==> config.mk <==
export PLATFORM = sky130hd
export DESIGN_NAME = bomb_stun_controller
export DESIGN_NICKNAME = d
export VERILOG_FILES = /design/src/rtl/bomb_pkg.sv /design/src/rtl/bomb_slot.sv /design/src/rtl/bomb_stun_controller.sv
export SDC_FILE = /design/constraint.sdc
export NUM_CORES = 1
export LEC_CHECK = 0
export CAP_MARGIN = 5
export CORE_MARGIN = 2
export CORE_UTILIZATION = 30
export DETAILED_ROUTE_END_ITERATION = 16
export PLACE_DENSITY = 0.49
export RECOVER_POWER = 100
export SETUP_SLACK_MARGIN = 0.4
export SYNTH_ARGS = -nofsm -noshare
export SYNTH_HDL_FRONTEND = slang
export SYNTH_SLANG_ARGS = --single-unit
==> constraint.sdc <==
create_clock -name clk -period 6 [get_ports clk]
set_clock_uncertainty 0.15 [all_clocks]
set_input_delay 1.8 -clock clk [delete_from_list [all_inputs] [get_ports clk]]
set_output_delay 1.8 -clock clk [all_outputs]
set_load 0.1 [all_outputs]
==> src/rtl/bomb_pkg.sv <==
// Shared types, constants and the blast-area test for the bomb/stun datapath.
// Coordinates are compared as plain unsigned integers, so nothing wraps at the grid edge.
package bomb_pkg;

  typedef enum logic [1:0] {
    IDLE     = 2'd0,
    ARMED    = 2'd1,
    EXPLODE  = 2'd2,
    COOLDOWN = 2'd3
  } slot_state_t;

  localparam int COORD_W_DEFAULT = 6;
  localparam int BLAST_RADIUS    = 1;

  function automatic logic in_blast(input int unsigned px,
                                    input int unsigned py,
                                    input int unsigned bx,
                                    input int unsigned by);
    int unsigned dx;
    int unsigned dy;
    dx = (px > bx) ? (px - bx) : (bx - px);
    dy = (py > by) ? (py - by) : (by - py);
    return (dx <= int'(BLAST_RADIUS)) && (dy <= int'(BLAST_RADIUS));
  endfunction

endpackage

==> src/rtl/bomb_slot.sv <==
// One player's bomb slot: IDLE -> ARMED (FUSE_T cycles) -> EXPLODE (1 cycle) -> COOLDOWN (CD_T cycles).
// Bomb is active the cycle after an accepted place; place is ignored outside IDLE or while stunned.
module bomb_slot
  import bomb_pkg::*;
#(
  parameter int COORD_W = COORD_W_DEFAULT,
  parameter int CNT_W   = 4,
  parameter int FUSE_T  = 12,
  parameter int CD_T    = 4
) (
  input  logic               clk,
  input  logic               reset,
  input  logic               i_place,
  input  logic               i_stunned,
  input  logic [COORD_W-1:0] i_pos_x,
  input  logic [COORD_W-1:0] i_pos_y,
  output logic               o_active,
  output logic               o_explode,
  output logic [COORD_W-1:0] o_bomb_x,
  output logic [COORD_W-1:0] o_bomb_y
);

  slot_state_t        r_state;
  slot_state_t        w_state_nxt;
  logic [CNT_W-1:0]   r_cnt;
  logic [CNT_W-1:0]   w_cnt_nxt;
  logic               w_latch;
  logic [COORD_W-1:0] r_bomb_x;
  logic [COORD_W-1:0] r_bomb_y;

  always_ff @(posedge clk) begin
    if (reset) begin
      r_state  <= IDLE;
      r_cnt    <= '0;
      r_bomb_x <= '0;
      r_bomb_y <= '0;
    end else begin
      r_state <= w_state_nxt;
      r_cnt   <= w_cnt_nxt;
      if (w_latch) begin
        r_bomb_x <= i_pos_x;
        r_bomb_y <= i_pos_y;
      end
    end
  end

  // The same counter times the fuse and then the cooldown.
  always_comb begin
    w_state_nxt = r_state;
    w_cnt_nxt   = r_cnt;
    w_latch     = 1'b0;
    case (r_state)
      IDLE: begin
        if (i_place && !i_stunned) begin
          w_state_nxt = ARMED;
          w_cnt_nxt   = CNT_W'(FUSE_T - 1);
          w_latch     = 1'b1;
        end
      end
      ARMED: begin
        if (r_cnt == '0) w_state_nxt = EXPLODE;
        else             w_cnt_nxt   = r_cnt - 1'b1;
      end
      EXPLODE: begin
        w_state_nxt = COOLDOWN;
        w_cnt_nxt   = CNT_W'(CD_T - 1);
      end
      COOLDOWN: begin
        if (r_cnt == '0) w_state_nxt = IDLE;
        else             w_cnt_nxt   = r_cnt - 1'b1;
      end
      default: begin
        w_state_nxt = IDLE;
        w_cnt_nxt   = '0;
      end
    endcase
  end

  always_comb begin
    o_active  = (r_state == ARMED);
    o_explode = (r_state == EXPLODE);
    o_bomb_x  = r_bomb_x;
    o_bomb_y  = r_bomb_y;
  end

endmodule

==> src/rtl/bomb_stun_controller.sv <==
// Two bomb slots plus per-player stun timers; a hit in the explode cycle stuns from the next cycle.
// Stun reloads to the full duration on any hit; simultaneous hits on one player count once.
module bomb_stun_controller
  import bomb_pkg::*;
#(
  parameter int TICKS_PER_SEC = 50000000,
  parameter int FUSE_SEC      = 3,
  parameter int STUN_SEC      = 5,
  parameter int COOLDOWN_SEC  = 1,
  parameter int COORD_W       = COORD_W_DEFAULT
) (
  input  logic               clk,
  input  logic               reset,
  input  logic               red_place,
  input  logic               blue_place,
  input  logic [COORD_W-1:0] red_pos_x,
  input  logic [COORD_W-1:0] red_pos_y,
  input  logic [COORD_W-1:0] blue_pos_x,
  input  logic [COORD_W-1:0] blue_pos_y,
  output logic               red_bomb_active,
  output logic [COORD_W-1:0] red_bomb_x,
  output logic [COORD_W-1:0] red_bomb_y,
  output logic               blue_bomb_active,
  output logic [COORD_W-1:0] blue_bomb_x,
  output logic [COORD_W-1:0] blue_bomb_y,
  output logic               red_explode,
  output logic               blue_explode,
  output logic               red_stunned,
  output logic               blue_stunned
);

  localparam int FUSE_T  = FUSE_SEC * TICKS_PER_SEC;
  localparam int STUN_T  = STUN_SEC * TICKS_PER_SEC;
  localparam int CD_T    = COOLDOWN_SEC * TICKS_PER_SEC;
  localparam int MAX_FC  = (FUSE_T > CD_T) ? FUSE_T : CD_T;
  localparam int MAX_T   = (MAX_FC > STUN_T) ? MAX_FC : STUN_T;
  localparam int CNT_W   = (MAX_T > 1) ? $clog2(MAX_T) : 1;

  // Index 0 is red, index 1 is blue.
  logic [1:0]       r_stunned;
  logic [CNT_W-1:0] r_stun_cnt [2];
  logic [1:0]       w_hit;

  bomb_slot #(
    .COORD_W (COORD_W),
    .CNT_W   (CNT_W),
    .FUSE_T  (FUSE_T),
    .CD_T    (CD_T)
  ) u_red_slot (
    .clk       (clk),
    .reset     (reset),
    .i_place   (red_place),
    .i_stunned (r_stunned[0]),
    .i_pos_x   (red_pos_x),
    .i_pos_y   (red_pos_y),
    .o_active  (red_bomb_active),
    .o_explode (red_explode),
    .o_bomb_x  (red_bomb_x),
    .o_bomb_y  (red_bomb_y)
  );

  bomb_slot #(
    .COORD_W (COORD_W),
    .CNT_W   (CNT_W),
    .FUSE_T  (FUSE_T),
    .CD_T    (CD_T)
  ) u_blue_slot (
    .clk       (clk),
    .reset     (reset),
    .i_place   (blue_place),
    .i_stunned (r_stunned[1]),
    .i_pos_x   (blue_pos_x),
    .i_pos_y   (blue_pos_y),
    .o_active  (blue_bomb_active),
    .o_explode (blue_explode),
    .o_bomb_x  (blue_bomb_x),
    .o_bomb_y  (blue_bomb_y)
  );

  always_comb begin
    w_hit[0] = (red_explode  && in_blast(32'(red_pos_x),  32'(red_pos_y),  32'(red_bomb_x),  32'(red_bomb_y)))
            || (blue_explode && in_blast(32'(red_pos_x),  32'(red_pos_y),  32'(blue_bomb_x), 32'(blue_bomb_y)));
    w_hit[1] = (red_explode  && in_blast(32'(blue_pos_x), 32'(blue_pos_y), 32'(red_bomb_x),  32'(red_bomb_y)))
            || (blue_explode && in_blast(32'(blue_pos_x), 32'(blue_pos_y), 32'(blue_bomb_x), 32'(blue_bomb_y)));
  end

  // A hit always wins over expiry, so a hit on the last stun cycle keeps stunned high.
  always_ff @(posedge clk) begin
    if (reset) begin
      r_stunned <= '0;
      for (int i = 0; i < 2; i++) r_stun_cnt[i] <= '0;
    end else begin
      for (int i = 0; i < 2; i++) begin
        if (w_hit[i]) begin
          r_stunned[i]  <= 1'b1;
          r_stun_cnt[i] <= CNT_W'(STUN_T - 1);
        end else if (r_stunned[i]) begin
          if (r_stun_cnt[i] == '0) r_stunned[i]  <= 1'b0;
          else                     r_stun_cnt[i] <= r_stun_cnt[i] - 1'b1;
        end
      end
    end
  end

  always_comb begin
    red_stunned  = r_stunned[0];
    blue_stunned = r_stunned[1];
  end

endmodule

==> results of run 1 <==
final cells by class:
| cell class | instances | area, sq um |
|---|---|---|
| Inverter | 115 | 431.7 |
| Multi-Input combinational cell | 1145 | 7760 |
| Clock inverter | 14 | 214.0 |
| Tap cell | 525 | 656.9 |
| Clock buffer | 18 | 429.2 |
| Fill cell | 4176 | 25590 |
| Timing Repair Buffer | 105 | 974.7 |
| Sequential cell | 142 | 3403 |
per-layer routing:
layer  wire length [microns]  vias up  GRT usage (%)  share of wire [%]
met5                      11        -              0              0.034
met4                     685        2          5.787                2.1
met3                    1091       37          2.141                3.4
met2                   14820      182          26.23                 46
met1                   15790     5015          21.76                 49
li1                        -     5353              -                  -
timing repair:
action,CTS,global route
resized for setup,0,4
buffers inserted,0,0
setup endpoints to repair,0,70
worst min-delay path: cells and delay by family, from the launching register on:
kind,cells,cell delay (ps)
compound gates,2,110
flops,1,300
sequential cells by signal (all words and copies together), names as in the netlist, 6 cells and up:
register and flops:
r_stun_cnt 56, u_blue_slot.o_bomb_x 6, u_blue_slot.o_bomb_y 6, u_blue_slot.r_cnt 28
u_red_slot.o_bomb_x 6, u_red_slot.o_bomb_y 6, u_red_slot.r_cnt 28
through the flow:
step	power [uW]	cell area [sq um]	cells	util, %	hold WS (ps)
floorplan	3315	11920	1459	-	287.1
global placement	3983	13310	2032	33.73	298.7
detailed placement	3989	13310	2032	33.73	309.2
CTS	5216	13950	2064	35.36	318.2
global route	5548	13870	2064	35.15	351.4
finish	5143	13870	2064	35.15	311.1
how the worst min path moves through the flow:
stage | from | to | slack (ps) | cells past startpoint
2_1_floorplan | u_blue_slot.r_cnt[16] | u_blue_slot.r_cnt[16] | 290 | 2
3_3_place_gp | u_blue_slot.r_cnt[16] | u_blue_slot.r_cnt[16] | 300 | 2
3_5_place_dp | u_blue_slot.r_cnt[16] | u_blue_slot.r_cnt[16] | 310 | 2
4_1_cts | u_blue_slot.r_cnt[16] | u_blue_slot.r_cnt[16] | 320 | 2
5_1_grt | u_red_slot.r_cnt[23] | u_red_slot.r_cnt[23] | 350 | 2
6_report | u_blue_slot.r_cnt[16] | u_blue_slot.r_cnt[16] | 310 | 2
layout by cell type, fill, tap and decap left out, drive strengths merged, types with 8 or more instances in the layout:
master | synthesis | final
a211oi | 33 | 33
a21o | 23 | 23
a21oi | 156 | 156
a221oi | 8 | 8
a31oi | 14 | 14
and3 | 17 | 17
buf | 11 | 43
clkbuf | 46 | 25
clkdlybuf4s50 | 0 | 22
dfxtp | 86 | 86
dlygate4sd3 | 0 | 32
edfxtp | 56 | 56
fa | 16 | 16
ha | 110 | 110
inv | 114 | 117
mux2i | 12 | 12
nand2 | 83 | 83
nand2b | 23 | 23
nand3 | 25 | 25
nand3b | 8 | 8
nor2 | 176 | 176
nor2b | 15 | 15
nor3 | 68 | 68
nor4 | 21 | 21
o21a | 17 | 17
o21ai | 73 | 73
o31ai | 10 | 10
or2 | 11 | 11
or3 | 28 | 28
or4 | 10 | 10
xnor2 | 49 | 49
xor2 | 38 | 38
cell families after synthesis:
| family | after synthesis |
|---|---|
| AND/OR/NAND/NOR | 513 |
| AO/OA/AOI/OAI | 407 |
| buffers and inverters | 172 |
| flip-flops | 142 |
| adder cells (fa/ha/maj) | 126 |
| XOR/XNOR | 87 |
| multiplexers | 12 |
power by group:
group          internal [uW]  leakage [uW]  switching, uW
logic                    911       0.00403           1620
clock network            739      0.000310            457
registers               1180       0.00129            236
total                   2830       0.00563           2310
==> metrics.csv, run 1 <==
metric,value,unit
worst_hold_path_type,flip-flop to flip-flop,
io_buffers,57,
period_minus_slack,5592,ps
yosysWarnings,0,
die_area,41340,sq um
endpoint_kind,flip-flop,
cts_made_buffers,17,
setup_ws,408.2,ps
ys_top_cells_by_count,"nor2_1 (174), a21oi_1 (136), inv_1 (114)",
vias_per_cell,5.130,
yosysMostFrequentCell,nor2_1,
core_area,39460,sq um
startpoint_type,primary input,
syn_inst,1459,
yosysUniqueCellTypes,91,
ant_nets,0,
num_vias,10589,
gp_congestion,0.8934,
slew_headroom,21.71,%
finalCritPeriodShare,93.20,%
ioPinCount,58,
worst_pin_slew,1174,ps
synth_compound_area_share,22.42,%
place_ws,65.24,ps
crit_end,r_stun_cnt[0][6],
worst-path-buf-inv,5,
final_nets,1680,
synthTopCellsByArea,"dfxtp_1 (14%), edfxtp_1 (14%), ha_1 (12%), a21oi_1 (5.7%), nor2_1 (5.5%)",
max-clock-path-buffers,2,
synthXorXnorAreaFrac,6.393,%
startpoint,blue_pos_x[4],
grt_max_degree,65,
root_buffer,clkbuf_16,
ys_ff_latch,142,
setup_viol,0,
clock_insertion_delay_worst_skew,450,ps
synth-main-ff-cell,dfxtp_1,
grt_pass1_vias,10404,
fmax,178.8,MHz
synthAdderAreaFrac,14.23,%
num_antenna_cells,0,
synthesis.nets,1613,
power_density,370.8,nW/um^2
worst_ep_required_time,6000,ps
rsz0062_at_grt,no,
routed_wl,32.40,mm
total_leakage_power,0.005630,uW
dieHeight,203.3,microns
cts.sinks,142,
wl_per_cell,15.70,microns
postSynthAreaPerCell,8.169,sq um
synth-async-reset-ratio,0,%
h-tree-depth,4,
cts.clk_slew.worst_paths,70,ps
cp_max_fo,19,
finalHoldViolCount,0,
status,finished clean,
firstDrtPassIters,5,
ys_seq_area_share,28.55,%
slowest_delay,660,ps
synth-simple-area-share,21.45,%
critPathKind,primary input to flip-flop,
grt_usage,16.09,%
yosys-mux-area-fraction,1.008,%
cp_slowest_cell,o311ai_0,
die_x,203.3,microns
synth_top_cell_by_area,dfxtp_1,
irDropWorstVdd,0.2531,mV
ff2ff_path_depth,13,
syn-cell-area,11920,sq um
cap_violations,0,
cp.depth,16,
cts_tree,built,
rows,73,
dp_hpwl,24.20,mm
worstPathArrival,5600,ps
synth_edf_count,56,
syn2layout_area_growth,16.37,%
synth_top_family_by_area,compound AO/OA/AOI/OAI gates,
start_util,30.21,%
crit_chain,clkdlybuf4s50_1 -> inv_1 -> ha_1 -> and3_1 -> o21a_1 -> o311ai_0 -> mux2i_1 -> xor2_1 -> nor3_2 -> buf_4 -> o311ai_1 -> o32a_1 -> clkbuf_1 -> a21o_1 -> buf_12 -> a21oi_1,
slew_viol_final,0,
drt_iter0_drc,551,
tns,0,ps
antenna_found_initial,1,
path_delay_family,compound AO/OA/AOI/OAI gates,
drive_gt1_share,7.407,%
cts_hold_buf,0,
yosysTopAreaCellShare,14.44,%
r2r_slack,1300,ps
grt_first_pass_wirelength,53.96,mm
grt_overflow,0,
rr_endpoint,u_blue_slot.r_cnt[14],
drcViolationCount,0,
r2r-start,u_blue_slot.r_cnt[0],
Power figures use the tool's default switching activity.
==> run 2, diff against run 1 <==
--- a/config.mk
+++ b/config.mk
@@ -9,7 +9,8 @@
 export CORE_MARGIN = 2
 export CORE_UTILIZATION = 30
 export DETAILED_ROUTE_END_ITERATION = 16
-export PLACE_DENSITY = 0.49
+export DONT_BUFFER_PORTS = 1
+export PLACE_DENSITY = 0.48
 export RECOVER_POWER = 100
 export SETUP_SLACK_MARGIN = 0.4
 export SYNTH_ARGS = -nofsm -noshare
==> constraint.sdc (replaced) <==
create_clock -name clk -period 6 [get_ports clk]
set_clock_uncertainty 0.15 [all_clocks]
set_input_delay 1.2 -clock clk [delete_from_list [all_inputs] [get_ports clk]]
set_output_delay 1.2 -clock clk [all_outputs]
set_load 0.1 [all_outputs]
==> metrics.csv, run 2 (synthesized netlist as in run 1, its figures left out) <==
metric,value,unit,change
root_buffer,clkbuf_16,,
layout_common_cells,"nor2_1 (174), a21oi_1 (148), inv_1 (114)",,
grt_first_pass_wirelength,53.89,mm,-0.13%
worst_ep_required_time,5920,ps,-80 ps
route.met2.wl,14.82,mm,unchanged
syn2layout_area_growth,9.112,%,
largest_register_ffs,56,,unchanged
rsz0062_at_grt,no,,
instances_no_fill,2000,,-3.1%
cap_violations,3,,+3
setup_viol,0,,unchanged
place_ws,986.5,ps,+921.3 ps
wl_met3,976,microns,-11%
startpoint,u_blue_slot.o_bomb_x[4],,
ioPinCount,58,,unchanged
drt_iter0_drc,577,,+4.7%
grt_max_degree,66,,+1.5%
die_x,203.3,microns,unchanged
cts_setup_buffers,0,,unchanged
worst_hold_path_type,flip-flop to flip-flop,,
routed_wl,32.53,mm,+0.40%
dp.cells,1968,,-3.1%
endpoint_kind,flip-flop,,
gp_congestion,0.9246,,+3.5%
startpoint_type,flip-flop,,
irDropWorstVdd,0.2092,mV,-17%
h-tree-depth,4,,unchanged
critPathKind,flip-flop to flip-flop,,
vias_per_cell,5.202,,+1.4%
layout_commonest_cell,nor2_1,,
cts.clk_slew.worst_paths,60,ps,about the same
cts_tree,built,,
core_area,39460,sq um,unchanged
grt_usage,16.18,%,+0.091 points
total_leakage_power,0.005148,uW,-8.5%
regMostFlops,r_stun_cnt,,
cts_hold_buf,0,,unchanged
grt_overflow,0,,unchanged
fmax,197.1,MHz,+10%
slew_headroom,-20.99,%,-43 points
slew_viol_final,29,,+29
post_cts_resized,0,,unchanged
status,"finished, violations left",,
period_minus_slack,5073,ps,-518.5 ps
met1_length,16.17,mm,+2.4%
num_vias,10403,,-1.8%
cts_made_buffers,17,,unchanged
violations,"max-capacitance violations, max-slew violations",,
wl_per_cell,16.26,microns,+3.6%
clock_insertion_delay_worst_skew,450,ps,about the same
rows,73,,unchanged
die_area,41340,sq um,unchanged
antenna_found_initial,0,,-1
min_from,u_blue_slot.r_cnt[16],,
r2r-start,u_blue_slot.o_bomb_x[4],,
dp_hpwl,23.84,mm,-1.5%
setup_ws,926.7,ps,+518.5 ps
firstDrtPassIters,5,,unchanged
grt_pass1_vias,10126,,-2.7%
top_regs,"r_stun_cnt x56, u_blue_slot.r_cnt x28, u_red_slot.r_cnt x28",,
drcViolationCount,0,,unchanged
max-clock-path-buffers,2,,unchanged
worst_pin_slew,1815,ps,+640.6 ps
finalCritPeriodShare,84.55,%,-8.6 points
cts.sinks,142,,unchanged
drive_gt1_share,5.288,%,-2.1 points
ant_nets,0,,unchanged
power_density,377.0,nW/um^2,+1.7%
r2r_slack,930,ps,-370 ps
io_buffers,0,,-100%
dieHeight,203.3,microns,unchanged
finalHoldViolCount,0,,unchanged
tns,0,ps,unchanged
whs,314.4,ps,+3.283 ps
num_antenna_cells,0,,unchanged
cp_max_fo,28,,+9
final_nets,1616,,-3.8%
highest_layer,met4,,
worstPathArrival,4990,ps,-610 ps
start_util,30.21,%,unchanged
[run 2: layer usage]
metal  vias to the layer above  global-route usage [%]
met1                      4964                   22.30
met5                         -                       0
met2                       173                   25.95
met3                        37                   2.301
met4                         0                   5.370
li1                       5229                       -
[run 2: through the flow]
stage / total power (uW) / util (%) / cell area [sq um]
after floorplan: 3315 / - / 11920
after global placement: 3893 / 32.00 / 12620
after detailed placement: 3893 / 32.00 / 12620
after CTS: 4984 / 33.45 / 13200
after global routing: 5304 / 32.96 / 13010
final: 4903 / 32.96 / 13010
[run 2: worst paths after layout]
check,to,cells past startpoint
setup / recovery,r_stun_cnt[1][12],12
hold reg to reg,u_blue_slot.r_cnt[16],2
setup reg to reg,r_stun_cnt[1][12],12
hold / removal,u_blue_slot.r_cnt[16],2
[run 2: area by class of cell]
| cell class | count | area (sq um) |
|---|---|---|
| Tap cell | 525 | 656.9 |
| Clock buffer | 23 | 489.2 |
| Fill cell | 4203 | 26450 |
| Timing Repair Buffer | 41 | 186.4 |
| Multi-Input combinational cell | 1145 | 7752 |
| Sequential cell | 142 | 3403 |
| Inverter | 115 | 431.7 |
| Clock inverter | 9 | 85.08 |
[run 2: worst max-delay path, cell delays in order (launching register included)]
cell and delay (ps):
dfxtp_1 350, clkbuf_1 970, ha_1 490, and3_1 260, o21a_1 140, o311ai_1 440
nand3_1 130, o22a_1 220, nor3_1 380, o311ai_1 170, o32a_1 280, nand3_1 120
clkbuf_2 580
[run 2: power breakdown]
part / internal, uW / total [uW] / switching (uW) / leakage [uW]
combinational: 822 / 2460 / 1640 / 0.00358
clock: 617 / 1060 / 447 / 0.000283
sequential: 1180 / 1380 / 194 / 0.00129
==> run 3, diff against run 2 <==
--- a/config.mk
+++ b/config.mk
@@ -10,7 +10,7 @@
 export CORE_UTILIZATION = 30
 export DETAILED_ROUTE_END_ITERATION = 16
 export DONT_BUFFER_PORTS = 1
-export PLACE_DENSITY = 0.48
+export PLACE_DENSITY = 0.49
 export RECOVER_POWER = 100
 export SETUP_SLACK_MARGIN = 0.4
 export SYNTH_ARGS = -nofsm -noshare
==> constraint.sdc (replaced) <==
create_clock -name clk -period 4.2 [get_ports clk]
set_clock_uncertainty 0.15 [all_clocks]
set_input_delay 0.84 -clock clk [delete_from_list [all_inputs] [get_ports clk]]
set_output_delay 0.84 -clock clk [all_outputs]
set_load 0.1 [all_outputs]
==> metrics.csv, run 3 (synthesized netlist as in run 1, its figures left out) <==
metric,value,unit,change
dp.cells,2016,,+2.4%
layout_common_cells,"nor2_1 (174), a21oi_1 (146), inv_1 (112)",,
placed_area,13210,sq um,+4.6%
ioPinCount,58,,unchanged
crit_chain,inv_1 -> ha_1 -> inv_1 -> fa_1 -> nand2_1 -> or4b_2 -> nand3_1 -> nand3_1 -> o22a_1 -> nor3_4 -> o311ai_0 -> o32a_1 -> nor2b_2 -> clkbuf_4 -> and3_1,,
io_buffers,0,,unchanged
regMostFlops,r_stun_cnt,,
clock_insertion_delay_worst_skew,450,ps,about the same
status,finished clean,,
grt_overflow,0,,unchanged
fmax,265.7,MHz,+35%
hold_end,u_red_slot.r_cnt[13],,
worstHoldPathCells,1,,-1
wl_per_cell,15.86,microns,-2.5%
p_total,7164,uW,+46%
slowest_delay,630,ps,-340 ps
top_regs,"r_stun_cnt x56, u_blue_slot.r_cnt x28, u_red_slot.r_cnt x28",,
whs,310.3,ps,-4.108 ps
finalCritPeriodShare,89.61,%,+5.1 points
setup_viol,0,,unchanged
slew_headroom,9.694,%,+31 points
num_vias,10459,,+0.54%
root_buffer,clkbuf_16,,
cts_made_buffers,17,,unchanged
routed_wl,32.54,mm,about the same
ant_nets,0,,unchanged
r2r-start,u_blue_slot.o_bomb_x[0],,
drt_iter0_drc,518,,-10%
endpoint_kind,flip-flop,,
cts.sinks,142,,unchanged
die_x,203.3,microns,unchanged
worst_ep_required_time,4260,ps,-1660 ps
grt_pass1_vias,10203,,+0.76%
r2r_slack,440,ps,-490 ps
power_density,525.0,nW/um^2,+39%
num_antenna_cells,0,,unchanged
critPathKind,flip-flop to flip-flop,,
cts.clk_slew.worst_paths,70,ps,about the same
total_leakage_power,0.005433,uW,+5.5%
rsz0062_at_grt,no,,
gp_congestion,0.8939,,-3.3%
rows,73,,unchanged
grt_max_degree,66,,unchanged
cts_tree,built,,
cp_max_fo,6,,-79%
largest_register_ffs,56,,unchanged
die_area,41340,sq um,unchanged
core_area,39460,sq um,unchanged
irDropWorstVdd,0.3848,mV,+84%
worst_hold_path_type,primary input to flip-flop,,
slew_viol_final,0,,-100%
ff2ff_path_depth,15,,+3
instances_no_fill,2052,,+2.6%
cp_slowest_cell,or4b_2,,
vias_per_cell,5.097,,-2.0%
finish.utilization,34.58,%,+1.6 points
dp_hpwl,24.37,mm,+2.2%
drcViolationCount,0,,unchanged
cts_hold_buf,0,,unchanged
finalInstanceArea,13640,sq um,+4.9%
cap_violations,0,,-3
drive_gt1_share,11.26,%,+6.0 points
finalHoldViolCount,0,,unchanged
rr_endpoint,r_stun_cnt[1][14],,
dieHeight,203.3,microns,unchanged
min_from,reset,,
worst_pin_slew,1355,ps,-460.2 ps
grt_first_pass_wirelength,54.02,mm,+0.24%
period_minus_slack,3763,ps,-1310 ps
startpoint_type,flip-flop,,
worstPathArrival,3820,ps,-1170 ps
grt_usage,16.19,%,about the same
h-tree-depth,4,,unchanged
syn2layout_area_growth,14.48,%,
start_util,30.21,%,unchanged
antenna_found_initial,0,,unchanged
final_nets,1668,,+3.2%
layout_commonest_cell,nor2_1,,
max-clock-path-buffers,2,,unchanged
firstDrtPassIters,7,,+2
==> run 3: cell types whose count changed in the layout (fill, tap and decap cells not counted), sizes merged <==
cell,delta
buf,+50
clkinvlp,+5
clkinv,-4
inv,+3
clkbuf,-2
bufinv,-1
nor2b,+1
==> run 3: final cells by class <==
| class | instances | area, sq um |
|---|---|---|
| clock inverter | 12 | 103.9 |
| inverter | 115 | 439.2 |
| sequential | 142 | 3431 |
| fill | 4165 | 25810 |
| multi-input combinational | 1146 | 7903 |
| clock buffer | 20 | 456.7 |
| timing repair buffer | 92 | 654.4 |
| tap | 525 | 656.9 |
==> run 3: critical path: cells and delay by family, from the launching register on <==
| family | cells | cell delay (ps) |
|---|---|---|
| and+or+nand+nor | 7 | 1450 |
| AOI/OAI and AO/OA | 3 | 730 |
| adders and majority gates | 2 | 510 |
| DFF | 1 | 380 |
| buffers and inverters | 3 | 320 |
==> run 3: repair_timing <==
item / in CTS / in global routing
resized for setup: 2 / 8
setup buffers: 0 / 3
cloned: 0 / 1
setup endpoints to repair: 33 / 67
pin swaps: 0 / 1
==> run 3: worst max-delay path by stage <==
| stage | start | to | slack [ps] | depth (start not counted) |
|---|---|---|---|---|
| floorplan | blue_pos_x[3] | r_stun_cnt[1][20] | 400 | 15 |
| global placement | blue_pos_x[3] | r_stun_cnt[1][23] | 2 | 14 |
| detailed placement | blue_pos_y[1] | r_stun_cnt[1][0] | -40 | 13 |
| CTS | u_blue_slot.r_cnt[0] | u_blue_slot.r_cnt[26] | 490 | 13 |
| global route | red_pos_y[2] | r_stun_cnt[0][17] | 210 | 13 |
| finish | u_blue_slot.o_bomb_x[0] | r_stun_cnt[1][14] | 440 | 15 |
==> run 3: through the flow <==
step	setup WS, ps	setup TNS [ps]
finish	436.5	0
CTS	485.9	0
global placement	2.171	0
detailed placement	-39.66	-279.3
floorplan	403.8	0
global route	208.7	0
==> run 3: power by group <==
group / internal, uW / switching, uW
registers: 1700 / 321
clock network: 803 / 688
logic: 1310 / 2350
total: 3810 / 3360
==> run 3: metal layers <==
metal | share of wire [%] | vias to the layer above | global-route usage [%]
met1 | 49 | 4930 | 21.99
li1 | - | 5338 | -
met5 | 0 | - | 0
met2 | 47 | 158 | 26.67
met3 | 3.2 | 33 | 2.493
met4 | 1.5 | 0 | 4.432
